$ cat src/rtl/mem_data_lsu.sv
// mem_data_lsu: load/store unit in front of a word-organised data memory.
// Turns byte-addressed CPU loads/stores into word accesses. Sub-word loads are
// lane-extracted and sign/zero extended; sub-word stores are read-modify-write
// because the memory has no byte enables. Misaligned and reserved-size requests
// get an error response without touching memory.
//
// Ports:
//   clk, rst_n                        clock, async active-low reset
//   req_valid/req_ready               CPU request handshake
//   req_we, req_size, req_signed      store flag, 00 byte/01 half/10 word, load extension
//   req_addr, req_wdata               byte address, right-aligned store data
//   resp_valid/resp_ready             response handshake
//   resp_rdata, resp_err              extended load data (0 for stores/errors), error flag
//   mem_addr, mem_wr, mem_wdata       word address, write strobe, write data
//   mem_rdata                         combinational read data for mem_addr
module mem_data_lsu #(
  parameter int ADDR_WIDTH = 8,
  parameter int DATA_WIDTH = 32
) (
  input  logic                  clk,
  input  logic                  rst_n,
  input  logic                  req_valid,
  output logic                  req_ready,
  input  logic                  req_we,
  input  logic [1:0]            req_size,
  input  logic                  req_signed,
  input  logic [ADDR_WIDTH+1:0] req_addr,
  input  logic [DATA_WIDTH-1:0] req_wdata,
  output logic                  resp_valid,
  input  logic                  resp_ready,
  output logic [DATA_WIDTH-1:0] resp_rdata,
  output logic                  resp_err,
  output logic [ADDR_WIDTH-1:0] mem_addr,
  output logic                  mem_wr,
  output logic [DATA_WIDTH-1:0] mem_wdata,
  input  logic [DATA_WIDTH-1:0] mem_rdata
);

  localparam logic [1:0] SzByte = 2'b00;
  localparam logic [1:0] SzHalf = 2'b01;
  localparam logic [1:0] SzWord = 2'b10;

  typedef enum logic [1:0] {StIdle, StAccess, StWrite, StResp} state_t;

  state_t                r_state;
  logic                  r_we;
  logic [1:0]            r_size;
  logic                  r_signed;
  logic [1:0]            r_off;
  logic [DATA_WIDTH-1:0] r_wdata;
  logic [ADDR_WIDTH-1:0] r_mem_addr;
  logic [DATA_WIDTH-1:0] r_rdata;
  logic                  r_err;
  logic [DATA_WIDTH-1:0] r_merged;

  logic                  w_misaligned;
  logic [DATA_WIDTH-1:0] w_shift;
  logic [DATA_WIDTH-1:0] w_load;
  logic [DATA_WIDTH-1:0] w_merged;

  always_comb begin
    w_misaligned = 1'b0;
    unique case (req_size)
      SzByte:  w_misaligned = 1'b0;
      SzHalf:  w_misaligned = req_addr[0];
      SzWord:  w_misaligned = |req_addr[1:0];
      default: w_misaligned = 1'b1;
    endcase
  end

  // Bring the addressed lane down to bit 0 before extension.
  assign w_shift = mem_rdata >> {r_off, 3'b000};

  always_comb begin
    w_load = mem_rdata;
    if (r_size == SzByte) begin
      w_load = {{(DATA_WIDTH-8){r_signed & w_shift[7]}}, w_shift[7:0]};
    end else if (r_size == SzHalf) begin
      w_load = {{(DATA_WIDTH-16){r_signed & w_shift[15]}}, w_shift[15:0]};
    end
  end

  // Old word with only the target lane(s) replaced by the low store bits.
  always_comb begin
    w_merged = mem_rdata;
    if (r_size == SzByte) begin
      w_merged[{r_off, 3'b000} +: 8] = r_wdata[7:0];
    end else if (r_size == SzHalf) begin
      w_merged[{r_off[1], 4'b0000} +: 16] = r_wdata[15:0];
    end
  end

  always_ff @(posedge clk or negedge rst_n) begin
    if (!rst_n) begin
      r_state    <= StIdle;
      r_we       <= 1'b0;
      r_size     <= 2'b00;
      r_signed   <= 1'b0;
      r_off      <= 2'b00;
      r_wdata    <= '0;
      r_mem_addr <= '0;
      r_rdata    <= '0;
      r_err      <= 1'b0;
      r_merged   <= '0;
    end else begin
      case (r_state)
        StIdle: begin
          if (req_valid) begin
            r_we       <= req_we;
            r_size     <= req_size;
            r_signed   <= req_signed;
            r_off      <= req_addr[1:0];
            r_wdata    <= req_wdata;
            r_mem_addr <= req_addr[ADDR_WIDTH+1:2];
            r_rdata    <= '0;
            r_err      <= w_misaligned;
            r_state    <= w_misaligned ? StResp : StAccess;
          end
        end
        StAccess: begin
          if (!r_we) begin
            r_rdata <= w_load;
            r_state <= StResp;
          end else if (r_size == SzWord) begin
            r_state <= StResp;
          end else begin
            r_merged <= w_merged;
            r_state  <= StWrite;
          end
        end
        StWrite: begin
          r_state <= StResp;
        end
        StResp: begin
          if (resp_ready) begin
            r_rdata <= '0;
            r_err   <= 1'b0;
            r_state <= StIdle;
          end
        end
        default: r_state <= StIdle;
      endcase
    end
  end

  assign req_ready  = (r_state == StIdle);
  assign resp_valid = (r_state == StResp);
  assign resp_rdata = r_rdata;
  assign resp_err   = r_err;
  assign mem_addr   = r_mem_addr;

  // Decoded from registered state only, so reset drops the strobe immediately.
  assign mem_wr    = ((r_state == StAccess) && r_we && (r_size == SzWord)) ||
                     (r_state == StWrite);
  assign mem_wdata = (r_state == StWrite) ? r_merged : r_wdata;

endmodule

$ cat config.mk
export PLATFORM = sky130hd
export DESIGN_NAME = mem_data_lsu
export DESIGN_NICKNAME = d
export VERILOG_FILES = /design/src/rtl/mem_data_lsu.sv
export SDC_FILE = /design/constraint.sdc
export NUM_CORES = 1
export LEC_CHECK = 0
export ABC_AREA = 1
export BUFFER_PORTS_ARGS = -buffer_cell sky130_fd_sc_hd__buf_2
export CAP_MARGIN = 5
export CORE_ASPECT_RATIO = 1.4
export CORE_MARGIN = 5
export CORE_UTILIZATION = 44
export DETAILED_ROUTE_END_ITERATION = 6
export GPL_ROUTABILITY_DRIVEN = 0
export PLACE_DENSITY = 0.68
export SETUP_SLACK_MARGIN = 0.1
export SLEW_MARGIN = 30
export SYNTH_ARGS = -nofsm -noshare
export SYNTH_HDL_FRONTEND = slang
export SYNTH_SLANG_ARGS = --single-unit
$ cat constraint.sdc
create_clock -name clk -period 3.5 [get_ports clk]
set_input_delay 0.875 -clock clk [delete_from_list [all_inputs] [get_ports clk]]
set_output_delay 0.875 -clock clk [all_outputs]
set_load 0.05 [all_outputs]
## Word-level counts from Yosys, hierarchy flattened

Cells that the tools add are included.

- Flip-flop bits (word level): 113
- Word-level logic and storage cells: 65
- Output and inout port bits: 76

- Add/sub/neg operators: 2
- Shift operators: 5
- Eq/ne operators: 10
- Reduce and logical (&&, ||, !) cells: 14
- Multiplexer cells: 21
- Bitwise logic cells: 3

Operators by type and width:

| operator | number |
|---|---|
| $mux 32 | 8 |
| $pmux 32 s3 | 1 |
| $bwmux 32 | 2 |
| $shift 16x7->32 const A | 1 |
| $shift 8x7->32 const A | 1 |
| $shiftx 16x7->32 | 1 |
| $shiftx 8x7->32 | 1 |
| $shr 32x5->16 | 1 |
| $neg 5->7 | 2 |
| $eq 2x2->1 const B | 4 |
| $pmux 2 s4 | 1 |
| $eq 2x1->1 const B | 3 |
| $logic_not 2->1 | 3 |
| $mux 2 | 3 |
| $reduce_and 3->1 | 2 |
| $mux 1 | 4 |
| $ne 2x2->1 const B | 2 |
| $reduce_and 2->1 | 2 |
| $reduce_and 4->1 | 1 |
| $pmux 1 s3 | 1 |
| $reduce_bool 3->1 | 1 |
| $and 1x1->1 | 2 |
| $logic_and 1x1->1 | 2 |
| $ne 2x1->1 const B | 1 |
| 5 further kinds | 5 |

## Longest topological paths before layout

Gate-level depths: netlist (run 1).

- Depth after elaboration: 6
- Depth in mapped cells: 11

## Worst setup path before layout (run 1)

OpenSTA, ideal clock, no wires.

- Kind: reg2out
- From: register r_state[0]
- To: output port mem_wdata[10]
- Buffers on the path: 1
- Cell stages (with the launch flop): 5
- Required time: 2.625 ns
- Path slack: 0.637 ns
- Arrival: 1.988 ns
- Cell sequence: dfrtp_1 inv_1 ha_1 clkbuf_1 o21ai_0

- Longest elaborated chain between the ends: 2

RTL lines:

| element | line | text |
|---|---|---|
| start: declaration | 45 | `state_t r_state;` |
| start signal: assignment | 95 | `r_state <= StIdle;` |
| start signal: assignment | 117 | `r_state <= w_misaligned ? StResp : StAccess;` |
| start signal: assignment | 123 | `r_state <= StResp;` |
| $eq 2x2->1 | 155 | `assign mem_wdata = (r_state == StWrite) ? r_merged : r_wdata;` |
| $mux 32 | 155 |  |
| end: declaration | 35 | `output logic [DATA_WIDTH-1:0] mem_wdata,` |

Every way passes these cells.

## Final worst setup path (run 1)

- From: register r_state[0]
- To: output port mem_wr

- Longest elaborated chain between the ends: 4
- Elaborated cells between the ends (all ways): 5

RTL lines:

| element | line | text |
|---|---|---|
| $eq 2x1->1 | 153 | `assign mem_wr = ((r_state == StAccess) && r_we && (r_size == SzWord)) \|\|` |
| $logic_and 1x1->1 (2 in series) | 153 |  |
| $logic_or 1x1->1 (*) | 153 |  |
| end: declaration | 34 | `output logic mem_wr,` |

Every way passes the cells marked *; elsewhere a longest branch is shown, timed or not.

==> out/metrics.cfg, run 1 <==
[logic_synthesis]
synth_compound_area_share_pct = 16.87
yosys.area_share.simple_pct = 26.12
netlist_area_sq_mm = 0.006595
yosys-mux-area-fraction_pct = 4.439
yosysSeqAreaShare_pct = 42.88
synth-edff-count = 0
postSynthCellCount = 908
netlist_top_cells_area = dfrtp_1 (43%), nand2_1 (16%), a21oi_1 (7.4%)
avgSynthCellArea_sq_um = 7.263
synth.distinct_cells = 32
ys_warn_count = 0
synth_common_cells = nand2_1 (288), dfrtp_1 (113), a21oi_1 (97), nor2_1 (74), inv_1 (56)
synth_fa_ha_area_share_pct = 2.087
syn_nets = 1001
synth_top_flop_cell = dfrtp_1
synthArstFlopShare_pct = 100.0
synth_most_common_cell = nand2_1
synth.top_cell.area_share_pct = 42.88
synth_xor_area_share_pct = 0
ys_seq_elements = 113
yosys.area.top_type = dfrtp_1
synth_top_family_by_area = simple AND/OR/NAND/NOR gates

[setup_path]
cp-end-kind = primary output
worstSetupPathType = reg -> out
crit_slowest_cell = dfrtp_1
cp_slowest_stage_delay_ns = 0.40
crit_path_max_fanout = 17
critPathRequiredTime_ns = 2.62
worstPathCellList = inv_1, ha_1, buf_4, clkinvlp_4, o21ai_0, buf_2
r2r_setup_slack_ns = 0.89
crit_path_start_kind = flop
cp.arrival_ns = 2.18

[grt]
grtUsageTotal_pct = 24.71
grt_pass1_wl_um = 33780
first_global_vias = 6467
antenna_found_initial = 2
grt_max_degree = 55
gr-total-overflow = 0

[timing]
finalHoldViolCount = 0
holdWs_ns = 0.3704
layout_setup_ws_ns = 0.4436
period_minus_slack_ns = 3.056
fmaxAchievable_mhz = 327.2
worst_pin_slew_ns = 0.7974
fin_skew_ns = 0.006826
rsz0062_at_grt = no
slew-limit-headroom_pct = 46.65
setup_viol_count_final = 0
report.final.slew_viol_count = 0
setup_tns_ns = 0
finalCritPeriodShare_pct = 87.33

[floorplanning]
die_y_um = 154.9
ioPinCount = 158
start_util_pct = 44.40
die_x_um = 113.5
rows = 53
fp.dieArea_sq_mm = 0.01757
core_sq_mm = 0.01485

[clock_tree]
clock_sinks = 113
cts_tree = done
clkTransAtPathRegs_ns = 0.06
cts_buffer_depth = 2
cts_htree_levels = 4
clk_latency_ns = 0.42
cts-buffers-inserted = 17
post-cts-setup-buffer-count = 0
cts_root_buf = clkbuf_16

[cells_and_area]
final_net_count = 1138
areaGrowthSynthToFinish_pct = 22.63
drive_gt1_share_pct = 23.35
multi_input_area_sq_mm = 0.003268
regArea_sq_mm = 0.002828
finalInstanceArea_sq_mm = 0.008088
nFillCells = 1491

[route]
drt-initial-drc-count = 524
routed-wl-met2_um = 10210
drt-vias-per-instance = 5.404
wl_met3_um = 1783
drtAntennaViolNets = 0
via_count = 6766
firstDrtPassIters = 5
wl_met1_um = 8762
wire_per_inst_um = 17.30
drc = 0
top_layer = met4
routed_wl_um = 21660

[power_and_ir_drop]
switching_share_pct = 53.76
p_sw_mw = 5.140
p_total_mw = 9.561
ir_worst_vdd_uv = 799.8
p_int_mw = 4.421
clock_power_share_pct = 18.2
power_frac_comb_pct = 57.6
leakagePower_nw = 4.201
seqPwrFrac_pct = 24.2
power_density_mw_per_mm2 = 1182

[min_path]
hold_path_class = in -> async

[place]
portBuffers = 157
dp_hpwl_um = 15760
dpl_cell_area_sq_mm = 0.007486
place_ws_ns = 0.6846

[run_status]
outcome = completed

[job]
maxCapViolCount = 0

-- layout make-up --
| cell class | count | area share [%] |
|---|---|---|
| multi-input cells | 676 | 40.41 |
| repair buffers | 169 | 11.01 |
| well taps | 192 | 2.970 |
| inverters | 68 | 3.249 |
| clock inverters | 9 | 1.300 |
| flip-flops and latches | 113 | 34.96 |
| clock buffers | 23 | 6.033 |
| diodes | 2 | 0.06188 |
-- cells by family after synthesis --
group / Yosys count
and+or+nand+nor: 422
muxes: 26
buffers and inverters: 119
AOI/OAI and AO/OA: 217
adders and majority gates: 11
DFF: 113
-- critical path: cells and delay by family (launching register included) --
kind	cells	cell delay [ns]
adders and majority gates	1	0.19
buffers and inverters	4	0.99
AOI/OAI and AO/OA	1	0.18
DFF	1	0.40
-- timing repair --
item,CTS,global route
endpoints found under the setup margin,0,1
resized for setup,0,1
hold buffers,0,0
-- through the flow --
stage | std cells | util [%]
after detailed placement | 1218 | 50.40
after CTS | 1250 | 54.39
after floorplan | 908 | -
after global placement | 1218 | 50.40
after global routing | 1252 | 54.45
final | 1252 | 54.45
-- power by group through the flow --
stage / Clock (mW) / Combinational (mW) / Sequential (mW)
after CTS: 1.76 / 5.50 / 2.31
after global routing: 1.81 / 5.99 / 2.38
after detailed placement: 0 / 5.47 / 2.32
after global placement: 0 / 5.41 / 2.31
after floorplan: 0 / 3.76 / 2.70
final: 1.74 / 5.50 / 2.32
-- cell usage in the layout, fill, tap and decap left out, drive strengths merged --
cell,instances
mux2,26
nor2,79
a21oi,98
clkinvlp,5
inv,64
a22oi,1
buf,169
diode,2
nand2,290
o21ai,110
dfrtp,113
bufinv,2
a21boi,1
clkinv,6
nand4,12
nand3,40
nor3,1
clkbuf,23
o31ai,1
ha,11
o211ai,6
-- worst paths after layout --
path / to / cells after the start / start
min in group clk: resp_rdata[19]$_DFFE_PN0P_ / 2 / resp_rdata[19]$_DFFE_PN0P_
hold reg to reg: resp_rdata[19]$_DFFE_PN0P_ / 2 / resp_rdata[19]$_DFFE_PN0P_
setup / recovery: mem_wr / 6 / r_state[0]$_DFFE_PN0P_
max in group asynchronous: resp_rdata[19]$_DFFE_PN0P_ / 2 / rst_n
hold / removal: r_wdata[16]$_DFFE_PN0P_ / 1 / rst_n
setup reg to reg: r_merged[11]$_DFFE_PN0P_ / 8 / r_off[0]$_DFFE_PN0P_
-- flip-flops by register name, summed over array words and instances, names as in the netlist --
| register | cells |
|---|---|
| resp_rdata | 32 |
| r_merged | 32 |
| r_state | 2 |
| r_wdata | 32 |
| r_size | 2 |
| r_signed | 1 |
| r_we | 1 |
| mem_addr | 8 |
| resp_err | 1 |
| r_off | 2 |
-- metal layers --
metal | track usage, % | vias up
met2 | 39.62 | 329
met3 | 5.914 | 61
met4 | 11.68 | 0
met5 | 0 | -
met1 | 31.32 | 3139
li1 | - | 3237
Note: power is estimated with default switching activity, not from simulation.
==> inputs of run 2 (changes only) <==
--- a/config.mk
+++ b/config.mk
@@ -8,14 +8,17 @@
 export ABC_AREA = 1
 export BUFFER_PORTS_ARGS = -buffer_cell sky130_fd_sc_hd__buf_2
 export CAP_MARGIN = 5
+export CELL_PAD_IN_SITES_DETAIL_PLACEMENT = 1
+export CELL_PAD_IN_SITES_GLOBAL_PLACEMENT = 1
 export CORE_ASPECT_RATIO = 1.4
 export CORE_MARGIN = 5
-export CORE_UTILIZATION = 44
+export CORE_UTILIZATION = 42
 export DETAILED_ROUTE_END_ITERATION = 6
 export GPL_ROUTABILITY_DRIVEN = 0
-export PLACE_DENSITY = 0.68
+export GPL_TIMING_DRIVEN = 0
+export PLACE_DENSITY_LB_ADDON = 0.1
 export SETUP_SLACK_MARGIN = 0.1
-export SLEW_MARGIN = 30
+export SLEW_MARGIN = 40
 export SYNTH_ARGS = -nofsm -noshare
 export SYNTH_HDL_FRONTEND = slang
 export SYNTH_SLANG_ARGS = --single-unit
==> out/metrics.cfg, run 2 (synthesis gave the netlist of run 1 again) <==
[setup_path]
crit_start = r_state[0]$_DFFE_PN0P_
worstSetupPathType = reg -> out
cp.arrival_ns = 2.27
critPathRequiredTime_ns = 2.62
reg2reg_depth = 9
crit_path_max_fanout = 10
crit_path_start_kind = flop
worstReg2RegStart = r_off[0]$_DFFE_PN0P_
cp-end-kind = primary output

[grt]
gr-total-overflow = 0
grtUsageTotal_pct = 28.88
first_global_vias = 7381
grt_max_degree = 66
grt_pass1_wl_um = 40260
antenna_found_initial = 1

[timing]
holdWs_ns = 0.3422
rsz0062_at_grt = no
fmaxAchievable_mhz = 318.0
report.final.slew_viol_count = 0
period_minus_slack_ns = 3.144
slew-limit-headroom_pct = 57.58
setup_viol_count_final = 0
setup_tns_ns = 0
finalHoldViolCount = 0
worst_pin_slew_ns = 0.6362
fin_skew_ns = 0.01059
finalCritPeriodShare_pct = 89.83

[clock_tree]
cts_root_buf = clkbuf_16
postCtsHoldBufs = 0
clkTransAtPathRegs_ns = 0.06
post-cts-setup-buffer-count = 0
cts_htree_levels = 4
cts_buffer_depth = 2
clock_sinks = 113
clk_latency_ns = 0.42
cts_tree = done
cts-buffers-inserted = 17

[floorplanning]
die_x_um = 115.9
start_util_pct = 42.44
fp.dieArea_sq_mm = 0.01834
core_sq_mm = 0.01554
rows = 54
ioPinCount = 158
die_y_um = 158.3

[cells_and_area]
final_net_count = 1178
final_cells = 1294
final_cell_mix = nand2_1 (288), buf_2 (179), dfrtp_1 (113)
finalInstanceArea_sq_mm = 0.008237
drive_gt1_share_pct = 24.32
n_antenna_cell = 0
mostFrequentLayoutCell = nand2_1
areaGrowthSynthToFinish_pct = 24.89

[power_and_ir_drop]
leakagePower_nw = 4.293
power_density_mw_per_mm2 = 1201
ir_worst_vdd_uv = 728.2

[job]
maxCapViolCount = 0

[place]
place_inst = 1262
dpl_cell_area_sq_mm = 0.007664
dp_hpwl_um = 19760
portBuffers = 157

[route]
routed_wl_um = 25810
firstDrtPassIters = 5
drt-initial-drc-count = 527
drc = 0
via_count = 7029
drt-vias-per-instance = 5.432
drtAntennaViolNets = 0
wire_per_inst_um = 19.94

[min_path]
hold_path_class = in -> async

[run_status]
outcome = completed

-- run 2: cell types whose count changed in the layout (fill, tap and decap cells not counted), moves of 3 or more --
cell      previous run  this run
clkbuf_1             2        16
inv_6                0         4
clkbuf_2             0         3
buf_2              156       179
buf_1                0         4
clkbuf_8             4         1
buf_4               12         4
-- run 2: power breakdown --
part / switching (mW) / internal, mW / total (mW)
logic: 4.39 / 1.52 / 5.92
clock network: 0.692 / 1.00 / 1.69
registers: 0.402 / 1.88 / 2.28
-- run 2: cell type report --
type / count / area, sq um
buffer: 51 / 246.5
clock buffer: 18 / 439.2
clock inverter: 14 / 130.1
fill: 2073 / 7303
inverter: 68 / 259.0
multi-input combinational: 676 / 3266
sequential: 113 / 2828
tap: 196 / 245.2
timing repair buffer: 158 / 823.3
-- run 2: metrics by stage --
stage / worst slack, ns / util (%) / total power [mW]
after floorplan: 0.6370 / - / 6.458
after global placement: 0.08457 / 49.07 / 7.992
after detailed placement: 0.4301 / 49.32 / 8.148
after CTS: 0.2289 / 53.00 / 9.917
after global routing: 0.1492 / 53.00 / 10.53
final: 0.3558 / 53.00 / 9.894
-- run 2: worst paths after layout --
check                                                  end  slack, ns
worst max-delay path                         mem_wdata[30]       0.36
worst min register to register  resp_rdata[22]$_DFFE_PN0P_       0.47
max in group asynchronous            r_size[1]$_DFFE_PN0P_       2.47
worst min-delay path               r_wdata[21]$_DFFE_PN0P_       0.34
min in group clk                resp_rdata[22]$_DFFE_PN0P_       0.47
worst max register to register    r_merged[13]$_DFFE_PN0P_       1.14
-- run 2: worst max-delay path, stage by stage (launching register included) --
cell	delay, ns
dfrtp_1	0.41
inv_1	0.15
ha_1	0.25
clkbuf_1	0.52
nand2_1	0.16
nand2_1	0.09
buf_2	0.26
-- run 2: routing by layer --
| metal | global-route usage (%) | wire length [um] |
|---|---|---|
| met5 | 0 | 13 |
| met4 | 11.50 | 941 |
| met3 | 4.639 | 1755 |
| met2 | 49.63 | 12760 |
| met1 | 36.15 | 10330 |
-- run 2: timing repair --
item                                    in CTS  in global routing
hold endpoints to repair                     0                  0
endpoints found under the setup margin      13                 10
gates resized for setup                      2                  2
